## config.mk

```make
export PLATFORM = sky130hd
export DESIGN_NAME = card_dealer_ctrl
export DESIGN_NICKNAME = d
export VERILOG_FILES = /design/src/rtl/blackjack_pkg.sv /design/src/rtl/rr_arbiter2.sv /design/src/rtl/card_dealer_ctrl.sv
export SDC_FILE = /design/constraint.sdc
export NUM_CORES = 1
export LEC_CHECK = 0
export CAP_MARGIN = 10
export CORE_MARGIN = 4
export CORE_UTILIZATION = 23
export CTS_CLUSTER_SIZE = 30
export DETAILED_ROUTE_END_ITERATION = 10
export PLACE_DENSITY_LB_ADDON = 0.3
export SYNTH_ARGS = -nofsm -noshare
export SYNTH_HDL_FRONTEND = slang
export SYNTH_SLANG_ARGS = --single-unit
```

## constraint.sdc

```tcl
create_clock -name clk -period 2.45 [get_ports clk]
set_clock_uncertainty 0.1 [all_clocks]
set_input_delay 0.735 -clock clk [delete_from_list [all_inputs] [get_ports clk]]
set_output_delay 0.735 -clock clk [all_outputs]
set_load 0.05 [all_outputs]
```

## src/rtl/blackjack_pkg.sv

```systemverilog
// Shared types and constants for the blackjack card path: card width, deck size,
// requester indices and the dealer controller state set.
package blackjack_pkg;

    localparam int CARD_W     = 6;
    localparam int DECK_SIZE  = 52;
    localparam int REQ_PLAYER = 0;
    localparam int REQ_DEALER = 1;

    typedef enum logic [2:0] {
        IDLE,
        SHUF_REQ,
        SHUF_WAIT,
        READY,
        FETCH,
        LOAD,
        DELIVER
    } dealer_state_t;

    function automatic logic [1:0] req_onehot(input logic idx);
        req_onehot = idx ? 2'b10 : 2'b01;
    endfunction

endpackage

```

## src/rtl/rr_arbiter2.sv

```systemverilog
// Two-requester round-robin arbiter: a lone requester wins outright, a tie goes
// to whichever requester was not granted last.
module rr_arbiter2
    import blackjack_pkg::*;
(
    input  logic [1:0] req,
    input  logic       last_grant,
    output logic       winner,
    output logic       valid
);

    always_comb begin
        valid  = |req;
        winner = req[REQ_DEALER];
        if (req == 2'b11) begin
            winner = ~last_grant;
        end
    end

endmodule

```

## src/rtl/card_dealer_ctrl.sv

```systemverilog
// Deals cards from the shuffled deck to player/dealer and sequences reshuffles
// at power-up, on deck exhaustion and at low-deck round boundaries.
//
//   state     | meaning
//   ----------+---------------------------------------------------------
//   IDLE      | after reset; moves straight on to request a shuffle
//   SHUF_REQ  | single-cycle shuf_start pulse, timeout counter cleared
//   SHUF_WAIT | waiting for shuf_done or the timeout
//   READY     | deck usable; evaluates round start and card requests
//   FETCH     | deck read address presented, waiting for read data
//   LOAD      | read data captured, pointer and count updated
//   DELIVER   | card_valid and grant asserted for this one cycle
module card_dealer_ctrl #(
    parameter int DECK_SIZE     = blackjack_pkg::DECK_SIZE,
    parameter int RESHUF_THRESH = 15,
    parameter int SHUF_TIMEOUT  = 1023
) (
    input  logic                             clk,
    input  logic                             rst,
    input  logic                             new_round,
    input  logic [1:0]                       req,
    output logic [1:0]                       grant,
    output logic                             card_valid,
    output logic [blackjack_pkg::CARD_W-1:0] card_out,
    output logic                             shuf_start,
    input  logic                             shuf_done,
    output logic [blackjack_pkg::CARD_W-1:0] card_addr,
    input  logic [blackjack_pkg::CARD_W-1:0] card_rd_data,
    output logic [blackjack_pkg::CARD_W-1:0] cards_left,
    output logic                             ready,
    output logic                             shuf_err
);
    import blackjack_pkg::*;

    localparam int TMO_W = $clog2(SHUF_TIMEOUT + 1);

    dealer_state_t     state_q, state_d;
    logic [CARD_W-1:0] ptr_q, left_q, addr_q, card_q;
    logic [TMO_W-1:0]  tmo_q;
    logic              pending_q, last_q, winner_q, err_q;
    logic              arb_winner, arb_valid;
    logic              rnd, low_deck, deck_empty, tmo_hit, take;

    rr_arbiter2 u_arb (
        .req        (req),
        .last_grant (last_q),
        .winner     (arb_winner),
        .valid      (arb_valid)
    );

    assign rnd        = new_round | pending_q;
    assign low_deck   = left_q < CARD_W'(RESHUF_THRESH);
    assign deck_empty = left_q == '0;
    assign tmo_hit    = tmo_q == TMO_W'(SHUF_TIMEOUT - 1);
    assign take       = (state_q == READY) && !(rnd && low_deck) && arb_valid && !deck_empty;

    always_ff @(posedge clk) begin
        if (rst) begin
            state_q <= IDLE;
        end else begin
            state_q <= state_d;
        end
    end

    always_comb begin
        state_d = state_q;
        case (state_q)
            IDLE:      state_d = SHUF_REQ;
            SHUF_REQ:  state_d = SHUF_WAIT;
            SHUF_WAIT: begin
                if (shuf_done) begin
                    state_d = READY;
                end else if (tmo_hit) begin
                    state_d = SHUF_REQ;
                end
            end
            READY: begin
                if (rnd && low_deck) begin
                    state_d = SHUF_REQ;
                end else if (arb_valid) begin
                    state_d = deck_empty ? SHUF_REQ : FETCH;
                end
            end
            FETCH:     state_d = LOAD;
            LOAD:      state_d = DELIVER;
            DELIVER:   state_d = READY;
            default:   state_d = IDLE;
        endcase
    end

    always_ff @(posedge clk) begin
        if (rst) begin
            ptr_q     <= '0;
            left_q    <= '0;
            addr_q    <= '0;
            card_q    <= '0;
            tmo_q     <= '0;
            pending_q <= 1'b0;
            last_q    <= 1'(REQ_DEALER);
            winner_q  <= 1'b0;
            err_q     <= 1'b0;
        end else begin
            // A round start seen while busy is held until the next READY cycle.
            if (state_q != READY && new_round) begin
                pending_q <= 1'b1;
            end
            case (state_q)
                SHUF_REQ: tmo_q <= '0;
                SHUF_WAIT: begin
                    if (shuf_done) begin
                        ptr_q     <= '0;
                        left_q    <= CARD_W'(DECK_SIZE);
                        pending_q <= 1'b0;
                    end else if (tmo_hit) begin
                        err_q <= 1'b1;
                    end else begin
                        tmo_q <= tmo_q + 1'b1;
                    end
                end
                READY: begin
                    if (rnd && !low_deck) begin
                        pending_q <= 1'b0;
                    end
                    if (take) begin
                        winner_q <= arb_winner;
                        addr_q   <= ptr_q;
                    end
                end
                LOAD: begin
                    card_q <= card_rd_data;
                    ptr_q  <= ptr_q + 1'b1;
                    left_q <= left_q - 1'b1;
                    last_q <= winner_q;
                end
                default: ;
            endcase
        end
    end

    assign grant      = (state_q == DELIVER) ? req_onehot(winner_q) : 2'b00;
    assign card_valid = state_q == DELIVER;
    assign card_out   = card_q;
    assign shuf_start = state_q == SHUF_REQ;
    assign card_addr  = addr_q;
    assign cards_left = left_q;
    assign ready      = state_q == READY;
    assign shuf_err   = err_q;

endmodule

```

# --- Word-level counts from Yosys, hierarchy flattened ---
# Index checks and enable logic that the tools add are counted.
classes:
  n_shift: 0
  n_reduce_logical: 19
  mul: 0
  n_div: 0
  n_lt_le_gt_ge: 1
  n_eq_ne: 14
  muxes: 20
  n_bitwise: 3
  addsub: 3
op_table:
  columns: ["operator", "count"]
  rows:
  - ["6-bit case mux with 2 select lines", 2]
  - ["3-bit case mux with 7 select lines", 1]
  - ["10-bit two-way mux", 2]
  - ["10-bit case mux with 2 select lines", 1]
  - ["3-bit two-way mux", 5]
  - ["6-bit two-way mux", 2]
  - ["10-bit by 1-bit adder with 10-bit output (second input constant)", 1]
  - ["10-bit == test (second input constant)", 1]
  - ["3-bit == test (second input constant)", 3]
  - ["6-bit by 1-bit adder with 6-bit output (second input constant)", 1]
  - ["3-bit by 2-bit == test with 1-bit output (second input constant)", 2]
  - ["1-bit logical AND", 6]
  - ["6-bit logical NOT", 1]
  - ["6-bit by 4-bit less-than comparator with 1-bit output (second input constant)", 1]
  - ["2-bit != test (second input constant)", 3]
  - ["2-bit AND reduction", 3]
  - ["3-bit AND reduction", 2]
  - ["6-bit by 1-bit subtractor with 6-bit output (second input constant)", 1]
  - ["1-bit two-way mux", 4]
  - ["2-bit two-way mux", 2]
  - ["2-bit nonzero test", 2]
  - ["3-bit by 1-bit == test with 1-bit output (second input constant)", 1]
  - ["1-bit logical NOT", 3]
  - ["3-bit logical NOT", 1]
  - ["8 further kinds", 9]
word_totals:
  romBits: 0
  latchBits: 0
  elab_cells: 70
  ram_bits: 0
  out_inout_bits: 24
  mem_count: 0
  reg_bits: 41

# --- Longest topological paths before layout ---
# Gate-level depths: netlist of run 1.
logic_depth:
  word_depth: 7
  ltp_mapped: 7

# --- Cells and area by module ---
# From an unflattened synthesis of run 1, not the netlist that was laid out.
hier_totals:
  hier_cells: 230
  area_unflattened_um2: 1985.7
modules_own_cells:
  columns: ["module", "seq_area_each_um2", "area_each_um2", "n_inst", "cells_each"]
  rows:
  - ["card_dealer_ctrl", 820.8, 1971.9, 1, 228]
  - ["rr_arbiter2", 0.0, 13.8, 1, 2]

# --- Worst setup path before layout of run 1 ---
# No wires, ideal clock.
synth_path:
  path_kind: "reg2out"
  from: "reg state_q[1]"
  to: "out grant[0]"
  path_stages_with_launch: 4
  slack_ps: 282
  required_ps: 1615
  t_arrival_ps: 1333
  cell_sequence: "dfxtp_1 -> nor2b_1 -> nand2_1 -> nor2_1"
synth_via:
  elab_chain_len: 2
synth_rtl:
  columns: ["element", "line_no", "source"]
  rows:
  - ["from (decl)", "card_dealer_ctrl.sv:37", "dealer_state_t state_q, state_d;"]
  - ["from (signal assigned)", "card_dealer_ctrl.sv:61", "state_q <= state_d;"]
  - ["3-bit == test", "card_dealer_ctrl.sv:140", "assign grant = (state_q == DELIVER) ? req_onehot(winner_q) : 2'b00;"]
  - ["2-bit two-way mux", "card_dealer_ctrl.sv:140", null]
  - ["to (decl)", "card_dealer_ctrl.sv:22", "output logic [1:0] grant,"]
# Every way passes these cells.

# --- Final worst setup path of run 1 ---
layout_path:
  from: "reg card_q[2] (netlist: card_out[2])"
  to: "out card_out[2] (netlist name)"
layout_rtl:
  columns: ["element", "line_no", "source"]
  rows:
  - ["from (decl)", "card_dealer_ctrl.sv:38", "logic [CARD_W-1:0] ptr_q, left_q, addr_q, card_q;"]
  - ["from (signal assigned)", "card_dealer_ctrl.sv:130", "card_q <= card_rd_data;"]
  - ["to (decl)", "card_dealer_ctrl.sv:24", "output logic [blackjack_pkg::CARD_W-1:0] card_out,"]
# No word-level cell between the ends.

==> results_dict.tcl, run 1 <==
set metrics [dict create \
    vdd_drop_max_uv 226 \
    netlist_area_um2 2020 \
    worstMarginPinSlew_ps 570 \
    vias 1791 \
    cp-start-kind "register" \
    yosysMostFrequentCell "dfxtp_1" \
    drt-initial-drc-count 70 \
    clockBufferDepth 2 \
    dr.pass1.iters 4 \
    rsz0062_at_grt "no" \
    diodes 0 \
    layout_min_cycle_time_ps 2290 \
    cts_buffers 5 \
    place_inst 371 \
    slowest_stage "clkdlybuf4s50_1" \
    worstSetupPathType "reg2out" \
    crit_buf_inv 1 \
    required_ps 1620 \
    crit_fanout 2 \
    synth_ff_type "dfxtp_1" \
    row_count 33 \
    hpwl_mm 3.57 \
    grt_pass1_wl_mm 8.55 \
    yosys-top-cells-area "dfxtp_1 41%, a21oi_1 6.7%, nand2_1 5.0%, nor2_1 3.5%, nand3_1 3.5%" \
    die_w_um 102 \
    report.final.setup_viol 0 \
    cp-end-kind "output pin" \
    min-delay-start "card_out[4]$_SDFFE_PP0P_" \
    path_delay_family "buffers and inverters" \
    synth-seq-cells 41 \
    routedWlPerCell_um 13.2 \
    grt_pass1_vias 1732 \
    fin_cells 379 \
    cts_hold_buffers 0 \
    vias_per_cell 4.73 \
    drive_above_1_share_pct 18.2 \
    port_buffers 35 \
    hold_end "card_out[4]$_SDFFE_PP0P_" \
    slowest_delay_ps 810 \
    die_y_um 102 \
    synth_cells 234 \
    route.detailed.drc 0 \
    synth_warnings 0 \
    r2r.worst_path.cells 6 \
    start_util_pct 24.1 \
    core_region_area_um2 8380 \
    htree_levels 2 \
    cts_tree "built" \
    fin_util_pct 31.8 \
    reg2reg_slack_ps 530 \
    yosysTopAreaCell "dfxtp_1" \
    reg2reg_from "cards_left[0]$_SDFFE_PP0P_" \
    hold_depth 2 \
    min_period_over_period_pct 93.4 \
    synthesis.nets 251 \
    ioPinCount 36 \
    n_fill_cell 885 \
    max_freq_mhz 437 \
    crit_chain "clkdlybuf4s50_1" \
    outcome "finished, final reports clean" \
    synth.top_cell.area_share_pct 40.6 \
    p_per_area_nw_per_um2 499 \
    antenna_found_initial 0 \
    synth_edf_count 0 \
    dieArea_um2 10300 \
    cts_root_buf "clkbuf_8" \
    slew_headroom_pct 61.6 \
    final_nets 290 \
    regToRegEndpoint "winner_q$_SDFFE_PP0P_" \
    syn_area_per_cell_um2 8.64 \
    cts.clk_slew.worst_paths_ps 90 \
    cp_num_cells 1 \
    synthTopCellsByCount "41 x dfxtp_1, 27 x a21oi_1, 27 x nand2_1" \
    grt_max_degree 34 \
    clock-sinks 41 \
    finalMaxSlewViolations 0 \
    ant_nets 0 \
    cp_data_arrival_time_ps 1450 \
    p_leak_uw 0.000894 \
    hp-class "reg2reg" \
    gp_congestion 0.753 \
    yosys.cell_types.count 49 \
    routed_wl_mm 5.01 \
    clkLatencyLatePin_ps 300 \
    hold_violations 0 \
    cts_setup_buffers 0 \
    grt_overflow 0 \
    max_cap_viol_count 0 \
    yosysSeqAreaShare_pct 40.6 \
    power_uw 1330 \
    async_flop_share_pct 0 \
    track_usage_pct 10.4 \
    area_growth_pct 31.8 \
]
==> final cells by class <==
type                       count  area, µm²  area share [%]
timing repair buffer          44        465            17.5
clock buffer                   5       68.8            2.58
multi-input combinational    172       1110            41.8
sequential                    41        825            31.0
clock inverter                 3       25.0           0.940
tap                          105        131            4.93
inverter                       9       33.8            1.27
==> worst register-to-register path, stage by stage (launching register included) <==
cell and delay, ps:
dfxtp_1 370, ha_1 230, a311oi_2 450, a221oi_2 130, buf_4 200, a211o_1 290
o31ai_1 70
==> layer usage <==
metal  GRT usage, %  wire length, µm
met5              0                0
met4           3.58               51
met3           2.82              177
met2           17.2             2430
met1           12.9             2360
==> layout by cell type (no fill, tap or decap), drive strengths merged, types with 4 or more instances in the layout <==
| master | netlist | routed |
|---|---|---|
| xnor2 | 7 | 7 |
| nand2 | 27 | 27 |
| dfxtp | 41 | 41 |
| nand3 | 14 | 14 |
| nand4 | 4 | 4 |
| inv | 9 | 10 |
| o21ai | 12 | 12 |
| buf | 4 | 20 |
| clkbuf | 8 | 5 |
| or2 | 4 | 4 |
| clkdlybuf4s50 | 0 | 24 |
| nor2 | 21 | 21 |
| nand3b | 4 | 4 |
| ha | 5 | 5 |
| or3 | 4 | 4 |
| a21oi | 27 | 27 |
| a211oi | 4 | 4 |
==> state kept, by name, indices dropped and copies added (netlist names) <==
signal	cells
card_addr	6
card_out	6
cards_left	6
last_q	1
pending_q	1
ptr_q	6
shuf_err	1
state_q	3
tmo_q	10
winner_q	1
==> worst max path at each step <==
stage                             startpoint               endpoint
floorplan            state_q[1]$_SDFFE_PP0P_               grant[0]
global placement                   shuf_done  tmo_q[8]$_SDFFE_PP0P_
detailed placement                 shuf_done  tmo_q[8]$_SDFFE_PP0P_
CTS                  state_q[1]$_SDFFE_PP0P_               grant[1]
global route         state_q[1]$_SDFFE_PP0P_               grant[0]
finish              card_out[2]$_SDFFE_PP0P_            card_out[2]
==> cells by family (layout without fill, tap and decap cells) <==
kind of cell             after synthesis  after routing  synth area share [%]
AO/OA/AOI/OAI                         59             59                  20.4
XOR/XNOR                               9              9                  3.90
AND/OR/NAND/NOR                       98             98                  27.0
flip-flops                            41             41                  40.6
buffers and inverters                 21             61                  4.40
multiplexers                           1              1                 0.557
adder cells (fa/ha/maj)                5              5                  3.10
==> stage by stage <==
| step | setup TNS [ps] | hold slack (ps) | worst slack (ps) | cell area (µm²) |
|---|---|---|---|---|
| after global placement | -256 | 342 | -86.4 | 2560 |
| after floorplan | 0 | 341 | 282 | 2020 |
| after detailed placement | -472 | 347 | -104 | 2560 |
| final | 0 | 358 | 163 | 2660 |
| after CTS | 0 | 359 | 30.7 | 2660 |
| after global routing | 0 | 381 | 23.3 | 2660 |
==> power by group <==
group | switching (µW) | internal, µW | leakage, µW | total, µW
Sequential | 19.1 | 677 | 0.000332 | 696
Clock | 264 | 206 | 0.0000447 | 470
Combinational | 89.9 | 72.2 | 0.000517 | 162
Total | 373 | 955 | 0.000894 | 1330
==> what timing repair did <==
item,CTS,global route
resized for setup,0,4
endpoints found under the hold margin,0,0
endpoints found under the setup margin,0,4
(Power assumes the default switching activity.)
==> run 2, diff against run 1 <==
--- a/config.mk
+++ b/config.mk
@@ -5,11 +5,13 @@
 export SDC_FILE = /design/constraint.sdc
 export NUM_CORES = 1
 export LEC_CHECK = 0
+export ABC_AREA = 1
 export CAP_MARGIN = 10
 export CORE_MARGIN = 4
 export CORE_UTILIZATION = 23
 export CTS_CLUSTER_SIZE = 30
 export DETAILED_ROUTE_END_ITERATION = 10
+export HOLD_SLACK_MARGIN = 0.06
 export PLACE_DENSITY_LB_ADDON = 0.3
 export SYNTH_ARGS = -nofsm -noshare
 export SYNTH_HDL_FRONTEND = slang
==> run 2 against run 1 <==
  * First-iteration DRC count is 44% higher
  * Worst setup slack worse by 71 ps
  * Global-route usage shrank 0.33 points
  * Largest cell class unchanged
==> results_dict.tcl, run 2 <==
set metrics [dict create \
    outcome "finished, final reports clean" \
    die_y_um 101 \
    finalMaxSlewViolations 0 \
    path_delay_family "buffers and inverters" \
    drive_above_1_share_pct 9.54 \
    start_util_pct 24.1 \
    dieArea_um2 10300 \
    htree_levels 2 \
    final_common_cell "nand2_1" \
    slowest_delay_ps 830 \
    synth.top_cell.area_share_pct 40.8 \
    layout_common_cells "67 x nand2_1, 41 x dfxtp_1, 36 x inv_1" \
    diodes 0 \
    area_growth_pct 31.3 \
    synth-seq-cells 41 \
    crit_fanout 5 \
    vias 1881 \
    grt_overflow 0 \
    core_region_area_um2 8340 \
    yosysTopAreaCell "dfxtp_1" \
    synth_cells 285 \
    yosys.cell_types.count 25 \
    reg2reg_slack_ps 840 \
    synthesis.nets 302 \
    hold_violations 0 \
    routed_wl_mm 4.94 \
    crit_buf_inv 1 \
    cts_root_buf "clkbuf_8" \
    finalSetupTns_ps 0 \
    cp-startpoint "cards_left[0]$_SDFFE_PP0P_" \
    top_register "tmo_q" \
    crit_chain "clkdlybuf4s50_1" \
    die_w_um 101 \
    min_period_over_period_pct 96.2 \
    layout_min_cycle_time_ps 2360 \
    p_leak_uw 0.00103 \
    grt_pass1_vias 1774 \
    syn_area_per_cell_um2 7.05 \
    max_freq_mhz 424 \
    yosys-top-cells-area "dfxtp_1 41%, nand2_1 13%, a21oi_1 8.7%, nand3_1 7.7%, inv_1 6.7%" \
    worstMarginPinSlew_ps 511 \
    worstSetupPathType "reg2out" \
    largest_register_ffs 10 \
    vdd_drop_max_uv 257 \
    dr.pass1.iters 4 \
    yosysSeqAreaShare_pct 40.8 \
    synth_ff_type "dfxtp_1" \
    clock-sinks 41 \
    cts.clk_slew.worst_paths_ps 80 \
    rsz0062_at_grt "no" \
    slew_headroom_pct 65.8 \
    async_flop_share_pct 0 \
    synth_edf_count 0 \
    cts_buffers 5 \
    final_nets 341 \
    synth_warnings 0 \
    hp-class "reg2reg" \
    cts_hold_buffers 0 \
    p_per_area_nw_per_um2 563 \
    clkLatencyLatePin_ps 290 \
    reg2reg_from "cards_left[0]$_SDFFE_PP0P_" \
    grt_max_degree 27 \
    drt-initial-drc-count 101 \
    r2r.worst_path.cells 8 \
    grt_pass1_wl_mm 8.38 \
    cts_setup_buffers 0 \
    cts_resized 0 \
    yosysMostFrequentCell "nand2_1" \
    route.detailed.drc 0 \
    slowest_stage "clkdlybuf4s50_1" \
    required_ps 1620 \
    power_uw 1490 \
    cp-end-kind "output pin" \
    port_buffers 35 \
    regToRegEndpoint "card_addr[1]$_SDFFE_PP0P_" \
    clockBufferDepth 2 \
    max_cap_viol_count 0 \
    synthTopCellsByCount "67 x nand2_1, 41 x dfxtp_1, 36 x inv_1" \
    routedWlPerCell_um 11.5 \
    cp_data_arrival_time_ps 1520 \
    netlist_area_um2 2010 \
    ant_nets 0 \
    ioPinCount 36 \
    holdWs_ps 368 \
    row_count 33 \
    antenna_found_initial 0 \
    vias_per_cell 4.37 \
    track_usage_pct 10.0 \
    cts_tree "built" \
    cp-start-kind "register" \
    cp_num_cells 1 \
    critPathCapture "cards_left[0]" \
    gp_congestion 0.780 \
    hpwl_mm 3.58 \
    report.final.setup_viol 0 \
]
[run 2: cell count changes in the layout (fill, tap and decap cells not counted), moves of 4 or more]
cell,previous run,this run
a21oi_1,27,35
buf_4,14,5
clkdlybuf4s50_1,24,30
inv_1,9,36
nand2_1,27,67
nand3_1,14,31
nand3b_1,4,0
nor2_1,18,26
nor2_4,0,4
or2_2,4,0
or3_1,4,0
xnor2_1,7,0
[run 2: how the worst min path moves through the flow]
stage	depth (start not counted)	start	slack, ps	end
global route	2	card_out[1]$_SDFFE_PP0P_	390	card_out[1]$_SDFFE_PP0P_
finish	2	card_addr[0]$_SDFFE_PP0P_	370	card_addr[0]$_SDFFE_PP0P_
global placement	2	card_out[0]$_SDFFE_PP0P_	350	card_out[0]$_SDFFE_PP0P_
floorplan	2	last_q$_SDFFE_PP1P_	350	last_q$_SDFFE_PP1P_
detailed placement	2	card_addr[0]$_SDFFE_PP0P_	360	card_addr[0]$_SDFFE_PP0P_
CTS	2	card_out[3]$_SDFFE_PP0P_	370	card_out[3]$_SDFFE_PP0P_
[run 2: kinds of logic (layout without fill, tap and decap cells)]
| logic type | count (synthesis) | count (layout) | synth area share [%] |
|---|---|---|---|
| AO/OA/AOI/OAI | 49 | 49 | 12.8 |
| XOR/XNOR | 2 | 2 | 0.872 |
| adder cells (fa/ha/maj) | 5 | 5 | 3.11 |
| buffers and inverters | 45 | 85 | 8.90 |
| flip-flops | 41 | 41 | 40.8 |
| AND/OR/NAND/NOR | 143 | 143 | 33.5 |
[run 2: cell type report]
class                           instances  area (µm²)
Fill cell                             931        5700
Multi-Input combinational cell        199        1010
Sequential cell                        41         821
Timing Repair Buffer                   39         418
Inverter                               38         143
Tap cell                              105         131
Clock buffer                            7        86.3
Clock inverter                          1        30.0
[run 2: through the flow]
step	worst slack (ps)	cell area [µm²]	instances	util, %
2_1_floorplan	380	2010	285	-
3_3_place_gp	302	2520	422	30.2
3_5_place_dp	284	2520	422	30.2
4_1_cts	74.2	2640	430	31.6
5_1_grt	11.5	2640	430	31.6
6_report	91.9	2640	430	31.6
[run 2: metal layers]
metal	share of wire [%]	vias to the layer above	track usage, %
met3	4.1	10	2.55
li1	-	991	-
met2	44	51	14.9
met1	50	829	13.6
met5	0	-	0
met4	2.4	0	4.50
[run 2: worst register-to-register path, cell delays in order, from the launching register on]
cell and delay (ps):
dfxtp_1 400, ha_1 180, nand3_1 120, nand3_1 140
nand2_1 100, nor2_4 200, nand2_4 120, nand2_1 80
a21oi_1 60
[run 2: report_power, final]
group / switching (µW) / total (µW) / internal [µW]
Sequential: 15.9 / 696 / 681
Clock: 240 / 572 / 333
Combinational: 140 / 217 / 77.2
==> run 3, diff against run 2 <==
--- a/config.mk
+++ b/config.mk
@@ -7,12 +7,13 @@
 export LEC_CHECK = 0
 export ABC_AREA = 1
 export CAP_MARGIN = 10
-export CORE_MARGIN = 4
 export CORE_UTILIZATION = 23
 export CTS_CLUSTER_SIZE = 30
 export DETAILED_ROUTE_END_ITERATION = 10
+export GPL_ROUTABILITY_DRIVEN = 0
 export HOLD_SLACK_MARGIN = 0.06
 export PLACE_DENSITY_LB_ADDON = 0.3
 export SYNTH_ARGS = -nofsm -noshare
 export SYNTH_HDL_FRONTEND = slang
+export SYNTH_HIERARCHICAL = 1
 export SYNTH_SLANG_ARGS = --single-unit
==> run 3 against run 2 <==
  * Area after synthesis decreased by 4.0%
  * Sequential share of layout area increased by 1.2 points
  * Maximum frequency decreased by 1.2%
  * Clock power decreased by 24%
==> results_dict.tcl, run 3 <==
set metrics [dict create \
    clockBufferDepth 2 \
    synth_edf_count 0 \
    p_leak_uw 0.000997 \
    synth_warnings 6 \
    worstSetupPathType "reg2out" \
    start_util_pct 23.6 \
    grt_pass1_vias 1800 \
    yosysMostFrequentCell "nand2_1" \
    path_delay_family "buffers and inverters" \
    required_ps 1620 \
    port_buffers 35 \
    row_count 33 \
    cts_buffers 5 \
    yosys-top-cells-area "dfxtp_1 43%, nand2_1 12%, a21oi_1 8.6%, nor2_1 7.6%, nand3_1 5.7%" \
    crit_buf_inv 1 \
    synthTopCellsByCount "61 x nand2_1, 41 x dfxtp_1, 39 x nor2_1" \
    cts_root_buf "clkbuf_8" \
    ant_nets 0 \
    yosysSeqAreaShare_pct 42.5 \
    worstMarginPinSlew_ps 506 \
    drive_above_1_share_pct 9.09 \
    grt_pass1_wl_mm 8.20 \
    async_flop_share_pct 0 \
    slowest_delay_ps 840 \
    report.final.setup_viol 0 \
    synth-seq-cells 41 \
    largest_register_ffs 10 \
    finalMaxSlewViolations 0 \
    layout_min_cycle_time_ps 2390 \
    max_cap_viol_count 0 \
    area_growth_pct 31.6 \
    rsz0062_at_grt "no" \
    crit_fanout 5 \
    htree_levels 2 \
    clock-sinks 41 \
    syn_area_per_cell_um2 6.94 \
    routedWlPerCell_um 11.4 \
    vdd_drop_max_uv 226 \
    cp-start-kind "register" \
    synth.top_cell.area_share_pct 42.5 \
    track_usage_pct 12.1 \
    dieArea_um2 8760 \
    p_per_area_nw_per_um2 526 \
    routed_wl_mm 4.81 \
    grt_overflow 0 \
    die_w_um 93.6 \
    outcome "finished, final reports clean" \
    fin_cells 424 \
    diodes 0 \
    top_register "tmo_q" \
    grt_max_degree 16 \
    hp-class "reg2reg" \
    final_common_cell "nand2_1" \
    dr.pass1.iters 4 \
    core_region_area_um2 8180 \
    die_y_um 93.6 \
    vias_per_cell 4.35 \
    synth_cells 278 \
    final_area_um2 2540 \
    yosysTopAreaCell "dfxtp_1" \
    cts_tree "built" \
    finalSetupTns_ps 0 \
    cts_hold_buffers 0 \
    placed_area_um2 2460 \
    max_freq_mhz 419 \
    cts_setup_buffers 0 \
    cp_data_arrival_time_ps 1550 \
    place_inst 416 \
    vias 1845 \
    synth_ff_type "dfxtp_1" \
    slew_headroom_pct 66.2 \
    place_ws_ps 164 \
    final_nets 335 \
    cp-end-kind "output pin" \
    hpwl_mm 3.52 \
    drt-initial-drc-count 75 \
    synthesis.nets 295 \
    fin_ws_ps 63.2 \
    cts_resized 0 \
    route.detailed.drc 0 \
    layout_common_cells "61 x nand2_1, 41 x dfxtp_1, 39 x nor2_1" \
    clkLatencyLatePin_ps 300 \
    crit_chain "clkdlybuf4s50_1" \
    netlist_area_um2 1930 \
    holdWs_ps 365 \
    yosys.cell_types.count 27 \
    slowest_stage "clkdlybuf4s50_1" \
    antenna_found_initial 0 \
    cts.clk_slew.worst_paths_ps 80 \
    hold_violations 0 \
    min_period_over_period_pct 97.4 \
    ioPinCount 36 \
]
-- run 3: cell count changes in the layout (fill, tap and decap cells not counted), moves of 3 or more --
cell	previous run	this run
inv_1	36	27
nand3_1	31	22
o21ai_0	9	18
nor2_1	26	39
nand2_4	3	0
nand2_1	67	61
buf_4	5	8
-- run 3: area by class of cell --
type | count | area (µm²)
multi-input cells | 199 | 952
clock buffers | 6 | 72.6
repair buffers | 41 | 440
flip-flops and latches | 41 | 821
inverters | 30 | 113
clock inverters | 2 | 10.0
fillers | 910 | 5640
well taps | 105 | 131
-- run 3: logic make-up after synthesis --
family                   share of synthesized area (%)
XOR/XNOR                                         0.454
flip-flops                                        42.5
AND/OR/NAND/NOR                                   30.5
buffers and inverters                             8.11
adder cells (fa/ha/maj)                           3.24
AO/OA/AOI/OAI                                     15.2
-- run 3: metal layers --
layer | track usage [%] | share of wire [%] | vias to the layer above
met5 | 0 | 0 | -
met1 | 15.5 | 49 | 824
met2 | 19.2 | 44 | 40
met3 | 3.82 | 5.7 | 6
li1 | - | - | 975
met4 | 3.97 | 1.2 | 0
-- run 3: path summary, 6_finish.rpt --
kind                               from               endpoint  slack [ps]  cells after the start
min               ptr_q[5]$_SDFFE_PP0P_  ptr_q[5]$_SDFFE_PP0P_         360                      1
min reg2reg       ptr_q[5]$_SDFFE_PP0P_  ptr_q[5]$_SDFFE_PP0P_         360                      1
max          cards_left[0]$_SDFFE_PP0P_          cards_left[0]          60                      1
max reg2reg       tmo_q[0]$_SDFFE_PP0P_  tmo_q[4]$_SDFFE_PP0P_         670                      9
-- run 3: report_power, final --
part           switching [µW]  internal, µW  leakage, µW
combinational             130          76.8     0.000620
sequential               13.7           679     0.000331
clock                     239           198    0.0000450
total                     382           954     0.000997
-- run 3: metrics by stage --
| stage | total power, µW | util [%] |
|---|---|---|
| after global placement | 915 | 30.1 |
| final | 1340 | 31.1 |
| after CTS | 1360 | 31.1 |
| after global routing | 1410 | 31.1 |
| after floorplan | 833 | - |
| after detailed placement | 916 | 30.1 |
